===== config.mk =====
export PLATFORM = sky130hd
export DESIGN_NAME = frac_fir_mac
export DESIGN_NICKNAME = d
export VERILOG_FILES = /design/src/rtl/frac_fir_mac.sv
export SDC_FILE = /design/constraint.sdc
export NUM_CORES = 2
export LEC_CHECK = 0
export BUFFER_PORTS_ARGS = -buffer_cell sky130_fd_sc_hd__buf_2
export CAP_MARGIN = 30
export CORE_MARGIN = 3
export CORE_UTILIZATION = 59
export DETAILED_ROUTE_END_ITERATION = 10
export PLACE_DENSITY = 0.87
export SYNTH_ARGS = -nofsm -noshare
export SYNTH_HDL_FRONTEND = slang
export SYNTH_SLANG_ARGS = --single-unit

===== constraint.sdc =====
create_clock -name clk -period 11.39 [get_ports clk]
set_clock_uncertainty 0.2 [all_clocks]
set_input_delay 2.278 -clock clk [delete_from_list [all_inputs] [get_ports clk]]
set_output_delay 2.278 -clock clk [all_outputs]
set_load 0.01 [all_outputs]

===== src/rtl/frac_fir_mac.sv =====
// Fractional-order FIR operator: loadable taps, one shared multiplier-accumulator
// stepping one tap per cycle, then round-half-up and saturate to the output width.
module frac_fir_mac #(
  parameter int unsigned DATA_W    = 32,
  parameter int unsigned COEF_W    = 32,
  parameter int unsigned FRAC_BITS = 24,
  parameter int unsigned TAPS      = 8
) (
  input  logic                     clk,
  input  logic                     rst,
  input  logic                     in_valid,
  output logic                     in_ready,
  input  logic signed [DATA_W-1:0] in_data,
  input  logic                     coef_we,
  input  logic [$clog2(TAPS)-1:0]  coef_addr,
  input  logic signed [COEF_W-1:0] coef_wdata,
  input  logic                     hist_clr,
  output logic                     out_valid,
  output logic signed [DATA_W-1:0] out_data,
  output logic                     out_sat,
  output logic                     busy
);

  localparam int unsigned ADDR_W = $clog2(TAPS);
  localparam int unsigned PROD_W = DATA_W + COEF_W;
  localparam int unsigned ACC_W  = PROD_W + $clog2(TAPS);

  localparam logic signed [ACC_W-1:0]  RND_HALF = ACC_W'(1) << (FRAC_BITS - 1);
  localparam logic signed [ACC_W-1:0]  SAT_MAX  = ACC_W'({1'b0, {(DATA_W-1){1'b1}}});
  localparam logic signed [ACC_W-1:0]  SAT_MIN  = ~SAT_MAX;
  localparam logic signed [COEF_W-1:0] COEF_ONE = COEF_W'(1) << FRAC_BITS;

  typedef enum logic [1:0] {
    IDLE,
    MAC,
    ROUND,
    OUT
  } state_t;

  state_t                    state_q, state_d;
  logic [ADDR_W-1:0]         tap_q, tap_d;
  logic signed [ACC_W-1:0]   acc_q, acc_d;
  logic signed [DATA_W-1:0]  x_q    [TAPS];
  logic signed [DATA_W-1:0]  x_d    [TAPS];
  logic signed [COEF_W-1:0]  coef_q [TAPS];
  logic signed [COEF_W-1:0]  coef_d [TAPS];
  logic signed [DATA_W-1:0]  res_q, res_d;
  logic                      sat_q, sat_d;
  logic                      out_valid_q, out_valid_d;
  logic signed [DATA_W-1:0]  out_data_q, out_data_d;
  logic                      out_sat_q, out_sat_d;

  logic                      accept;
  logic signed [DATA_W-1:0]  x_sel;
  logic signed [COEF_W-1:0]  c_sel;
  logic signed [PROD_W-1:0]  mul_prod;
  logic signed [ACC_W-1:0]   rnd_sum;
  logic signed [ACC_W-1:0]   rnd_shr;

  assign in_ready  = (state_q == IDLE) && !rst;
  assign accept    = in_valid && in_ready;
  assign busy      = (state_q != IDLE);
  assign out_valid = out_valid_q;
  assign out_data  = out_data_q;
  assign out_sat   = out_sat_q;

  // Shared datapath: selected tap product and rounded/shifted accumulator
  always_comb begin
    x_sel    = x_q[tap_q];
    c_sel    = coef_q[tap_q];
    mul_prod = PROD_W'(x_sel) * PROD_W'(c_sel);
    rnd_sum  = acc_q + RND_HALF;
    rnd_shr  = rnd_sum >>> FRAC_BITS;
  end

  // Next-state and datapath control
  always_comb begin
    state_d     = state_q;
    tap_d       = tap_q;
    acc_d       = acc_q;
    x_d         = x_q;
    coef_d      = coef_q;
    res_d       = res_q;
    sat_d       = sat_q;
    out_valid_d = 1'b0;
    out_data_d  = out_data_q;
    out_sat_d   = out_sat_q;

    unique case (state_q)
      IDLE: begin
        // Out-of-range addresses match no entry and are dropped
        for (int unsigned k = 0; k < TAPS; k++) begin
          if (coef_we && (coef_addr == ADDR_W'(k))) coef_d[k] = coef_wdata;
        end
        if (hist_clr) begin
          for (int unsigned k = 0; k < TAPS; k++) x_d[k] = '0;
        end
        if (accept) begin
          for (int unsigned k = 1; k < TAPS; k++) begin
            x_d[k] = hist_clr ? '0 : x_q[k-1];
          end
          x_d[0]  = in_data;
          tap_d   = '0;
          acc_d   = '0;
          state_d = MAC;
        end
      end
      MAC: begin
        acc_d = acc_q + ACC_W'(mul_prod);
        if (tap_q == ADDR_W'(TAPS - 1)) begin
          state_d = ROUND;
        end else begin
          tap_d = tap_q + ADDR_W'(1);
        end
      end
      ROUND: begin
        if (rnd_shr > SAT_MAX) begin
          res_d = SAT_MAX[DATA_W-1:0];
          sat_d = 1'b1;
        end else if (rnd_shr < SAT_MIN) begin
          res_d = SAT_MIN[DATA_W-1:0];
          sat_d = 1'b1;
        end else begin
          res_d = rnd_shr[DATA_W-1:0];
          sat_d = 1'b0;
        end
        state_d = OUT;
      end
      OUT: begin
        out_valid_d = 1'b1;
        out_data_d  = res_q;
        out_sat_d   = sat_q;
        state_d     = IDLE;
      end
      default: state_d = IDLE;
    endcase
  end

  // Registers; reset restores unity passthrough coefficients
  always_ff @(posedge clk) begin
    if (rst) begin
      state_q     <= IDLE;
      tap_q       <= '0;
      acc_q       <= '0;
      res_q       <= '0;
      sat_q       <= 1'b0;
      out_valid_q <= 1'b0;
      out_data_q  <= '0;
      out_sat_q   <= 1'b0;
      for (int unsigned k = 0; k < TAPS; k++) begin
        x_q[k]    <= '0;
        coef_q[k] <= (k == 0) ? COEF_ONE : '0;
      end
    end else begin
      state_q     <= state_d;
      tap_q       <= tap_d;
      acc_q       <= acc_d;
      res_q       <= res_d;
      sat_q       <= sat_d;
      out_valid_q <= out_valid_d;
      out_data_q  <= out_data_d;
      out_sat_q   <= out_sat_d;
      x_q         <= x_d;
      coef_q      <= coef_d;
    end
  end

endmodule


==> impl_results.md <==
- PD cells: 101.4 nW/um^2
- Post-route cell area: 71530 um^2
- Max Buffers Root-to-Sink: 3
- Post-route ant nets: 0
- Initial antenna violation count: 17
- Highest-count cells in the layout ignoring fill and taps: inv_1 (1297), fa_1 (1243), nand2_1 (1144)
- Worst min path class: reg2reg
- Top cell by count, worst path: fa_1
- # rows: roughly 120
- Fin crit share: 93.33%
- Final Net Count: 8714
- Die X: 343.5 um
- Setup TNS: 0 ns
- GRT overflow: 0
- Largest net degree at the start of global routing: about 110
- Critical path data arrival time: 10.99 ns
- Post-Syn Instances: 7336
- Initial DRC count: ~5300
- Critical Path RT: 11.75 ns
- Violated checks: design-rule violations
- Syn_nets: 8882
- Crit Path Class: reg2reg
- EDFF count, synth: 0
- Finished Core Util: 63.41%
- Cell area after placement: 68910 um^2
- Fill cells: 8585
- Flops & latches, synth: 651
- H-tree lvl count: 3
- Buffer count from post-CTS setup fixing: 0
- Post-CTS Resized: 0
- TritonCTS Buffers: 69
- Hold Path Sink: coef_q[144]
- RSZ-0062 raised after global routing: false
- CP Launch Type: flop
- Max-slew violation count: 0
- Syn. warnings: 0
- CP max FO: 22
- Worst R2R End: acc_q[66]
- Ys flop type: dfxtp_1
- Async S/R FF share, synth: 0%
- Reg-to-Reg Start: tap_q[0]
- Initial Util: 59.58%
- Via density: 6.085
- Max-slew headroom: 30.26%
- Commonest non-fill, non-tap cell in the layout: inv_1
- Global-route wire length before repair: 308.8 mm
- Measured slew at the worst slew-check pin: 1.046 ns
- DRC viols: 2
- Status: complete, but fails checks
- Clock Tree Root: clkbuf_16
- Syn avg cell area: 9.162 um^2
- Vias in the first global route: around 57000
- Detailed Routing Iterations Pass 1: 11
- Cts hold-fix bufs: 0
- Endpoints failing setup: 0
- Core Area: 112800 um^2
- All-Layer GR Usage: 33.83%
- Routed vias: 53158
- R2r setup slk: roughly 0.76 ns
- WHS Path Cells: 2
- Synth unique cells: between 80 and 90
- Slowest cell on crit path: mux2i_4
- HP Start: coef_q[144]
- I/O pins: 108
- Final WL: 194.4 mm
- Maximum clock frequency: 94.07 MHz
- TritonCTS clock tree: done
- Hold Fails Final Rpt: 0
- R2R depth: 28
- P_leak: 31.91 nW
- DPL Wire Length: 144.9 mm
- Clock latency on the worst-skew pair: between 0.6 and 0.7 ns
- Clock transition at path regs: 0.06 ns
- Ratio of cells with drive above 1 in the final layout: 8.183%
- Mapped cell area: around 67000 um^2
- WL per Instance: 22.26 um
- GPL Wtd Cong: around 0.98
- Input/output buffers: around 110
- Area Growth Syn to Fin: 6.430%
- CP endpoint kind: flop
- Die area: 118000 um^2
- Final min period: 10.63 ns
- Sequential share of the synthesized area: 19.39%
- Max-cap viol count: 0
- Die Ht: between 300 and 400 um
- Clock Sinks: 651
- Peak VDD IR: 0.0001464 V
- Crit-path max cell delay: 0.67 ns
## state kept, by name, summed over array words and instances (netlist names)
register,flops
coef_q,256
acc_q,67
x_q,256
out_data,32
out_sat,1
tap_q,3
out_valid,1
sat_q,1
res_q,32
state_q,2
## synthesized netlist by cell type (27+ instances only)
cell      count  area share [%]
xor2_1       32            0.42
mux2_2       51            0.85
mux2i_1      90             1.3
dfxtp_1     651              19
inv_1      1298             7.2
nand2b_1     31            0.29
fa_1       1243              37
nand3_1      38            0.28
a21o_1       27            0.30
a22oi_1     320             3.6
mux4_2      128             4.3
nor2_1      866             4.8
o21ai_0      60            0.45
nor3_1       31            0.23
a21oi_1     332             2.5
nand2_1    1145             6.4
xnor2_1      73            0.95
ha_1        231             4.3
buf_1        40            0.22
clkbuf_2     31            0.23
clkbuf_1    369             2.1
## worst max-delay path, delay by kind of cell, from the launching register on
family                   cells  cell delay (ns)
AO/OA/AOI/OAI                8             2.07
multiplexers                 2             1.27
AND/OR/NAND/NOR              3             0.93
adder cells (fa/ha/maj)      9             4.35
buffers and inverters        6             1.05
flip-flops                   1             0.60
## worst max-delay path by stage
stage	from	endpoint	cells after the start
after floorplan	tap_q[0]	acc_q[64]	34
after global placement	tap_q[0]	acc_q[65]	32
after detailed placement	tap_q[1]	acc_q[65]	31
after CTS	tap_q[0]	acc_q[65]	32
after global routing	tap_q[0]	acc_q[64]	31
final	tap_q[0]	acc_q[66]	28
## layer usage
metal	global-route usage (%)	part of all wire (%)	up-vias	wire, um
met2	54.30	47	3206	91240
met3	9.940	11	1155	21710
met4	25.05	8.8	8	17060
li1	-	-	22301	-
met1	38.45	33	26488	64350
met5	0.2859	0.028	-	54
## where the power goes
group	total, mW	switching, mW	leakage [nW]	internal [mW]
logic	2.37	1.63	25.4	0.745
clock network	2.43	1.01	1.21	1.41
registers	2.46	0.0899	5.25	2.37
## stage by stage
step / std cells / power, mW / hold slack [ns] / worst slack [ns]
finish: 8736 / 7.255 / 0.2514 / 0.7592
global route: 8725 / 7.558 / 0.2663 / 0.2634
CTS: 8718 / 7.187 / 0.2547 / 0.9655
detailed placement: 8593 / 4.769 / 0.2463 / 1.004
global placement: 8590 / 4.681 / 0.2384 / 1.169
floorplan: 7336 / 4.038 / 0.2331 / 0.5024
## layout make-up
cell class	count	area [um^2]	share of cell area (%)
Multi-Input combinational cell	4931	47720	66.71
Clock inverter	29	466.7	0.6524
Clock buffer	96	2008	2.807
Antenna cell	14	35.03	0.04898
Inverter	1299	4876	6.816
Tap cell	1500	1877	2.624
Sequential cell	651	13040	18.23
Timing Repair Buffer	216	1504	2.102
## kinds of logic (layout without fill, tap and decap cells)
kind of cell / after synthesis / count (layout) / synth area share, %
AO/OA/AOI/OAI: 846 / 846 / 8.135
flip-flops: 651 / 651 / 19.39
adder cells (fa/ha/maj): 1474 / 1474 / 41.32
XOR/XNOR: 105 / 105 / 1.368
other: 0 / 14 / 0
AND/OR/NAND/NOR: 2237 / 2237 / 13.36
multiplexers: 269 / 269 / 6.484
buffers and inverters: 1754 / 1640 / 9.937
No activity file was read; power rests on OpenSTA's default activity.
